===== config.mk =====
export PLATFORM = sky130hd
export DESIGN_NAME = divisor_4bits
export DESIGN_NICKNAME = d
export VERILOG_FILES = /design/src/rtl/divisor_4bits.sv
export SDC_FILE = /design/constraint.sdc
export NUM_CORES = 1
export LEC_CHECK = 0
export BUFFER_PORTS_ARGS = -buffer_cell sky130_fd_sc_hd__buf_2
export CAP_MARGIN = 20
export CORE_MARGIN = 4
export CORE_UTILIZATION = 40
export DETAILED_ROUTE_END_ITERATION = 10
export SLEW_MARGIN = 20
export SYNTH_ARGS = -nofsm -noshare
export SYNTH_HDL_FRONTEND = slang
export SYNTH_SLANG_ARGS = --single-unit

===== constraint.sdc =====
create_clock -name clock -period 2.6 [get_ports clock]
set_clock_uncertainty 0.1 [all_clocks]
set_input_delay 0.52 -clock clock [delete_from_list [all_inputs] [get_ports clock]]
set_output_delay 0.52 -clock clock [all_outputs]
set_load 0.05 [all_outputs]

===== src/rtl/divisor_4bits.sv =====
// Restoring shift-subtract unsigned divider, one quotient bit per clock; done follows the accept edge by WIDTH+1 cycles.
// start is ignored while busy. Results and the divide-by-zero flag are registered and held until the next done.
module divisor_4bits #(
    parameter int WIDTH = 4
) (
    input  logic             clock,
    input  logic             rst_n,
    input  logic             start,
    input  logic [WIDTH-1:0] dividend,
    input  logic [WIDTH-1:0] divisor,
    output logic             busy,
    output logic             done,
    output logic [WIDTH-1:0] quotient,
    output logic [WIDTH-1:0] remainder,
    output logic             div_by_zero
);
    localparam int CW = $clog2(WIDTH + 1);

    typedef enum logic [1:0] {IDLE, CALC, FINISH} state_t;

    state_t           state_q, state_d;
    logic [WIDTH:0]   rem_q, rem_d;
    logic [WIDTH-1:0] dvd_q, dvd_d;
    logic [WIDTH-1:0] dvs_q, dvs_d;
    logic [CW-1:0]    cnt_q, cnt_d;
    logic             busy_q, busy_d;
    logic             done_q, done_d;
    logic [WIDTH-1:0] quo_q, quo_d;
    logic [WIDTH-1:0] rout_q, rout_d;
    logic             dbz_q, dbz_d;

    logic [WIDTH+1:0] shifted;
    logic [WIDTH+1:0] trial;

    // rem_q never exceeds the divisor, so its top bit is zero and trial's MSB is the borrow.
    assign shifted = {rem_q, dvd_q[WIDTH-1]};
    assign trial   = shifted - {2'b00, dvs_q};

    always_comb begin
        state_d = state_q;
        rem_d   = rem_q;
        dvd_d   = dvd_q;
        dvs_d   = dvs_q;
        cnt_d   = cnt_q;
        busy_d  = busy_q;
        done_d  = 1'b0;
        quo_d   = quo_q;
        rout_d  = rout_q;
        dbz_d   = dbz_q;
        case (state_q)
            IDLE: begin
                if (start) begin
                    dvd_d   = dividend;
                    dvs_d   = divisor;
                    rem_d   = '0;
                    cnt_d   = CW'(WIDTH);
                    busy_d  = 1'b1;
                    state_d = CALC;
                end
            end
            CALC: begin
                if (trial[WIDTH+1]) begin
                    rem_d = shifted[WIDTH:0];
                    dvd_d = {dvd_q[WIDTH-2:0], 1'b0};
                end else begin
                    rem_d = trial[WIDTH:0];
                    dvd_d = {dvd_q[WIDTH-2:0], 1'b1};
                end
                cnt_d = cnt_q - 1'b1;
                if (cnt_q == CW'(1)) begin
                    state_d = FINISH;
                end
            end
            FINISH: begin
                quo_d   = dvd_q;
                rout_d  = rem_q[WIDTH-1:0];
                dbz_d   = (dvs_q == '0);
                done_d  = 1'b1;
                busy_d  = 1'b0;
                state_d = IDLE;
            end
            default: begin
                busy_d  = 1'b0;
                state_d = IDLE;
            end
        endcase
    end

    always_ff @(posedge clock or negedge rst_n) begin
        if (!rst_n) begin
            state_q <= IDLE;
            rem_q   <= '0;
            dvd_q   <= '0;
            dvs_q   <= '0;
            cnt_q   <= '0;
            busy_q  <= 1'b0;
            done_q  <= 1'b0;
            quo_q   <= '0;
            rout_q  <= '0;
            dbz_q   <= 1'b0;
        end else begin
            state_q <= state_d;
            rem_q   <= rem_d;
            dvd_q   <= dvd_d;
            dvs_q   <= dvs_d;
            cnt_q   <= cnt_d;
            busy_q  <= busy_d;
            done_q  <= done_d;
            quo_q   <= quo_d;
            rout_q  <= rout_d;
            dbz_q   <= dbz_d;
        end
    end

    assign busy        = busy_q;
    assign done        = done_q;
    assign quotient    = quo_q;
    assign remainder   = rout_q;
    assign div_by_zero = dbz_q;
endmodule


==> key figures, run 1 <==
Global route
  • GRT met3 Usage: around 4.1%
  • Routing usage on met2: a little over a fifth
  • Initial antenna violation count: 0
  • M1 GR Usage: between 10% and 20%
  • GRT Util Overall: 13.2%
  • Vias in the first global route: around 1.0k
  • Global-route wire length before repair: between 4000 and 5000 um
  • Largest net degree at the start of global routing: 30
  • Overflow after GRT: 0
  • GRT busiest layer: met2

Setup path
  • Buffers & Inverters on Critical Path: 2
  • Crit Path Max Fanout: 3
  • Cell with the largest stage delay on the worst path: dfrtp_1
  • CP Capture Type: flop
  • Category of the most critical setup path: reg -> reg
  • Delay-heaviest family, CP: compound AO/OA/AOI/OAI gates
  • Max incr delay on CP: between 0.3 and 0.4 ns
  • CP arrival: ~2.4 ns
  • Worst Path Required: 2.70 ns
  • Worst path cell trace: inv_1 > ha_1 > inv_1 > fa_1 > a21o_1 > a21o_1 > a2111oi_4 > xnor2_1 > o21ai_1
  • Startpoint types: flop

Finish
  • Most frequent cells in the layout: 29 x dfrtp_1, 21 x buf_2, 16 x nand2_1, 10 x o21ai_1, 9 x inv_1
  • Synth-to-Final Area Change: 14.2%
  • Commonest non-fill, non-tap cell in the layout: dfrtp_1
  • Util after Layout: between 40% and 50%
  • Layout cells sized above 1: between 20% and 30%
  • # diodes: 0
  • Nets: approximately 180
  • Design Area, Final: roughly 0.0017 mm2

Clocking
  • CTS root buffer: clkbuf_4
  • CTS Buf Count: 5
  • Htree depth: 2
  • Skew-Pair Late Insertion Delay: 0.31 ns
  • Clock transition at path regs: roughly 0.080 ns
  • Deepest clock path buffer count: 2
  • Hold Buf Count CTS: 0
  • Clk sinks: 29
  • CTS tree: done
  • PostCTS Resize Cnt: 0
  • Post-CTS Setup Repair Bufs: 0

STA
  • Max Clock Freq: around 0.44 GHz
  • Max-slew violations: 0
  • Final period util: roughly nine tenths
  • Least-Margin Pin Slew: roughly 0.63 ns
  • Setup-failing EPs final: 0
  • Setup TNS: 0 ns
  • RSZ-0062 raised after global routing: false
  • Hold Fails Final Rpt: 0
  • Fin crit period: about 2.3 ns
  • Slew margin rel.: 57.8%

Placed design
  • Buffers on Ports: 21
  • Dpl hpwl: between 1500 and 2000 um
  • Placed instance area: around 0.0016 mm2
  • GP Congestion: 0.804

Floorplanning
  • Die area: 0.00466 mm2
  • Die Span X: 68.3 um
  • Initial core utilization: ~43%
  • Num rows: 21
  • I/O Pins: 22
  • Die height: ~70 um
  • Core area: 0.00342 mm2

Detailed routing
  • Drt via density: a little over 5
  • Post-Route WL: between 2000 and 3000 um
  • ANT nets after route: 0
  • DRC violation count after routing: 0
  • Vias: 1026
  • WL/cell: around 13 um
  • Starting DRC count in detailed routing: 20
  • 1st-pass router iterations: 4

Run
  • Number of max-cap violations: 0

Synthesis
  • Average size of a mapped cell: 10.8 um2
  • Ys async rst share: 100%
  • YS warnings: 0
  • Cell area after synthesis: between 0.001 and 0.0015 mm2
  • Register area share after synthesis: 49.9%
  • Unique masters post-synth: 35
  • Post-synth top flop: dfrtp_1
  • Synth Register Bits: 29
  • EDFF count, synth: 0
  • Syn_nets: ~150
  • Syn Inst Count: ~130

Min path
  • Worst Hold Class: in -> async

Run status
  • Status: finished clean
## sequential cells by signal, indices dropped and copies added, names as in the netlist
register     count
quotient         4
state_q          2
dvs_q            4
div_by_zero      1
busy             1
dvd_q            4
remainder        4
done             1
rem_q            5
cnt_q            3
## kinds of logic (layout without fill, tap and decap cells)
group | Yosys count | in the layout | synth area share (%)
multiplexers | 11 | 11 | 8.52
adder cells (fa/ha/maj) | 7 | 7 | 6.54
AO/OA/AOI/OAI | 28 | 28 | 15.1
AND/OR/NAND/NOR | 42 | 42 | 14.5
flip-flops | 29 | 29 | 49.9
buffers and inverters | 14 | 38 | 3.61
XOR/XNOR | 3 | 3 | 1.81
## routing by layer
layer  wire length [um]  part of all wire [%]  vias to the layer above
met4                 48                   1.8                        0
met1               1210                    46                      481
li1                   -                     -                      508
met2               1200                    46                       30
met3                145                   5.6                        7
met5                  0                     0                        -
## worst paths after layout
kind                              from  slack, ns     endpoint  cells past startpoint
setup / recovery              dvd_q[3]       0.30     rem_q[4]                      9
hold / removal                   rst_n       0.12  quotient[0]                      1
setup reg to reg              dvd_q[3]       0.30     rem_q[4]                      9
hold reg to reg            div_by_zero       0.38  div_by_zero                      2
max in group asynchronous        rst_n       1.86     cnt_q[0]                      1
min in group clock          divisor[0]       0.30     dvs_q[0]                      3
## synth_stat cells (2+ instances only)
library cell | number | area, um2
a21o_1 | 2 | 15.0
a31oi_1 | 4 | 25.0
and2_1 | 2 | 12.5
clkbuf_1 | 4 | 15.0
dfrtp_1 | 29 | 726
ha_1 | 6 | 75.1
inv_1 | 9 | 33.8
mux2_2 | 6 | 67.6
mux2i_1 | 3 | 30.0
nand2_1 | 16 | 60.1
nand2b_1 | 2 | 12.5
nand3_1 | 8 | 40.0
nor2_1 | 6 | 22.5
nor2b_1 | 2 | 12.5
o21ai_0 | 5 | 25.0
o21ai_1 | 10 | 50.1
xnor2_1 | 2 | 17.5
## cell type report
| class | instances | area (um2) |
|---|---|---|
| Fill cell | 343 | 1760 |
| Clock buffer | 7 | 55.1 |
| Sequential cell | 29 | 726 |
| Inverter | 9 | 33.8 |
| Multi-Input combinational cell | 91 | 676 |
| Timing Repair Buffer | 22 | 113 |
| Tap cell | 46 | 57.6 |
## metrics by stage
stage	hold WS, ns	cells	worst slack (ns)
global placement	0.364	197	0.348
floorplan	0.124	134	0.390
detailed placement	0.370	197	0.295
finish	0.117	204	0.302
CTS	0.136	204	0.270
global route	0.159	204	0.184
## worst register-to-register path, delay by kind of cell (launching register included)
family,cells,cell delay [ns]
flops,1,0.39
xor+xnor,1,0.16
buf+inv,2,0.16
fa+ha+maj,2,0.61
compound gates,4,0.78
Power of run 1 is left out: the tool's default activity adds up to more than one toggle a clock period on the data nets, which glitch-free logic cannot reach.
==> inputs of run 2 (changes only) <==
--- a/config.mk
+++ b/config.mk
@@ -10,6 +10,7 @@
 export CORE_MARGIN = 4
 export CORE_UTILIZATION = 40
 export DETAILED_ROUTE_END_ITERATION = 10
+export GPL_TIMING_DRIVEN = 0
 export SLEW_MARGIN = 20
 export SYNTH_ARGS = -nofsm -noshare
 export SYNTH_HDL_FRONTEND = slang
==> constraint.sdc (replaced) <==
create_clock -name clock -period 2.5 [get_ports clock]
set_clock_uncertainty 0.1 [all_clocks]
set_input_delay 0.5 -clock clock [delete_from_list [all_inputs] [get_ports clock]]
set_output_delay 0.5 -clock clock [all_outputs]
set_load 0.05 [all_outputs]
==> key figures, run 2 (synthesis gave the netlist of run 1 again) <==
STA
  • Slew margin rel.: a little under three fifths
  • Setup-failing EPs final: 0
  • Final period util: between 90% and 100%
  • RSZ-0062 raised after global routing: false
  • Max-slew violations: 0
  • Max Clock Freq: roughly 0.43 GHz
  • Setup TNS: 0 ns
  • Hold Fails Final Rpt: 0
  • Fin crit period: 2.30 ns
  • Least-Margin Pin Slew: roughly 0.64 ns

Finish
  • Synth-to-Final Area Change: 15.8%
  • Max reg flops: 5
  • Layout cells sized above 1: about a quarter
  • Nets: 180
  • Largest Register: rem_q
  • Most frequent cells in the layout: 29 x dfrtp_1, 21 x buf_2, 16 x nand2_1, 10 x o21ai_1, 9 x inv_1
  • # diodes: 0
  • # fillers: 331
  • Commonest non-fill, non-tap cell in the layout: dfrtp_1
  • Finished Layout Cells: about 210

Setup path
  • CP Capture Type: flop
  • Startpoint types: flop
  • Category of the most critical setup path: reg -> reg
  • CP arrival: between 2 and 2.5 ns
  • R2R Setup Slk: between 0.15 and 0.2 ns
  • Worst reg2reg path startpoint: dvd_q[3]
  • Crit Path Max Fanout: 3
  • Worst-case reg-to-reg path depth: 9
  • Worst Path Required: 2.59 ns
  • RR Endpoint: rem_q[4]

Detailed routing
  • ANT nets after route: 0
  • DRC violation count after routing: 0
  • Starting DRC count in detailed routing: 35
  • Drt via density: 5.01
  • WL/cell: around 14 um
  • Post-Route WL: ~2800 um
  • 1st-pass router iterations: 4
  • Vias: between 1k and 1.5k

Clocking
  • CTS Buf Count: 5
  • Clock transition at path regs: ~0.090 ns
  • CTS tree: done
  • Clk sinks: 29
  • Htree depth: 2
  • CTS root buffer: clkbuf_4
  • Post-CTS Setup Repair Bufs: 0
  • Skew-Pair Late Insertion Delay: around 0.31 ns
  • Deepest clock path buffer count: 2

Placed design
  • Dpl hpwl: 2120 um
  • Placed cells: around 200
  • Buffers on Ports: 21
  • GP Congestion: 0.805

Floorplanning
  • Die Span X: a little under 70 um
  • Num rows: 21
  • I/O Pins: 22
  • Core area: around 0.0034 mm2
  • Initial core utilization: 42.6%
  • Die height: 68.3 um
  • Die area: around 0.0047 mm2

Run
  • Number of max-cap violations: 0

Global route
  • Vias in the first global route: a little over 1k
  • Initial antenna violation count: 0
  • Largest net degree at the start of global routing: 30
  • Global-route wire length before repair: between 4000 and 5000 um
  • Overflow after GRT: 0
  • GRT Util Overall: 14.0%

Run status
  • Status: finished clean

Min path
  • Worst Hold Class: in -> async
-- run 2: cell types whose count changed in the layout (fill, tap and decap cells not counted), sizes merged --
cell	change
clkbuf	+4
-- run 2: how the worst max path moves through the flow --
stage / startpoint / slack (ns) / end / cells past startpoint
2_1_floorplan: dvd_q[3] / 0.29 / rem_q[4] / 9
5_1_grt: dvd_q[3] / 0.03 / rem_q[4] / 9
4_1_cts: dvd_q[3] / 0.12 / rem_q[4] / 9
3_3_place_gp: dvd_q[3] / 0.16 / rem_q[4] / 9
3_5_place_dp: dvd_q[3] / 0.12 / rem_q[4] / 9
6_report: dvd_q[3] / 0.20 / rem_q[4] / 9
-- run 2: timing repair --
item | 4_1_cts | 5_1_grt
setup endpoints to repair | 0 | 1
hold buffers | 0 | 0
resized for setup | 0 | 2
-- run 2: layout make-up --
type | instances | area, um2 | area share (%)
Inverter | 9 | 33.8 | 2.01
Buffer | 5 | 18.8 | 1.11
Tap cell | 46 | 57.6 | 3.42
Multi-Input combinational cell | 91 | 688 | 40.9
Clock buffer | 7 | 55.1 | 3.27
Timing Repair Buffer | 21 | 105 | 6.24
Sequential cell | 29 | 726 | 43.1
-- run 2: per-stage QoR --
stage / utilization (%) / instance area [um2] / setup slack [ns] / hold WS [ns]
floorplan: - / 1450 / 0.290 / 0.104
global placement: 47.3 / 1620 / 0.164 / 0.359
detailed placement: 47.3 / 1620 / 0.123 / 0.376
CTS: 48.9 / 1670 / 0.122 / 0.114
global route: 49.3 / 1680 / 0.0261 / 0.131
finish: 49.3 / 1680 / 0.198 / 0.100
-- run 2: worst max-delay path: stages, from the launching register on --
cell and delay [ns]:
dfrtp_1 0.39, inv_1 0.13, ha_4 0.17, inv_1 0.05, fa_1 0.39, a21o_1 0.19, a21o_1 0.19, a2111oi_4 0.33
xnor2_1 0.16, o21ai_1 0.07
-- run 2: metal layers --
layer	share of wire, %	wire, um	vias up	track usage, %
li1	-	-	514	-
met1	47	1340	495	17.5
met2	46	1290	29	22.7
met3	5.8	164	4	5.09
met4	0.96	27	0	3.72
met5	0	0	-	0
Power of run 2 is left out for the same reason.
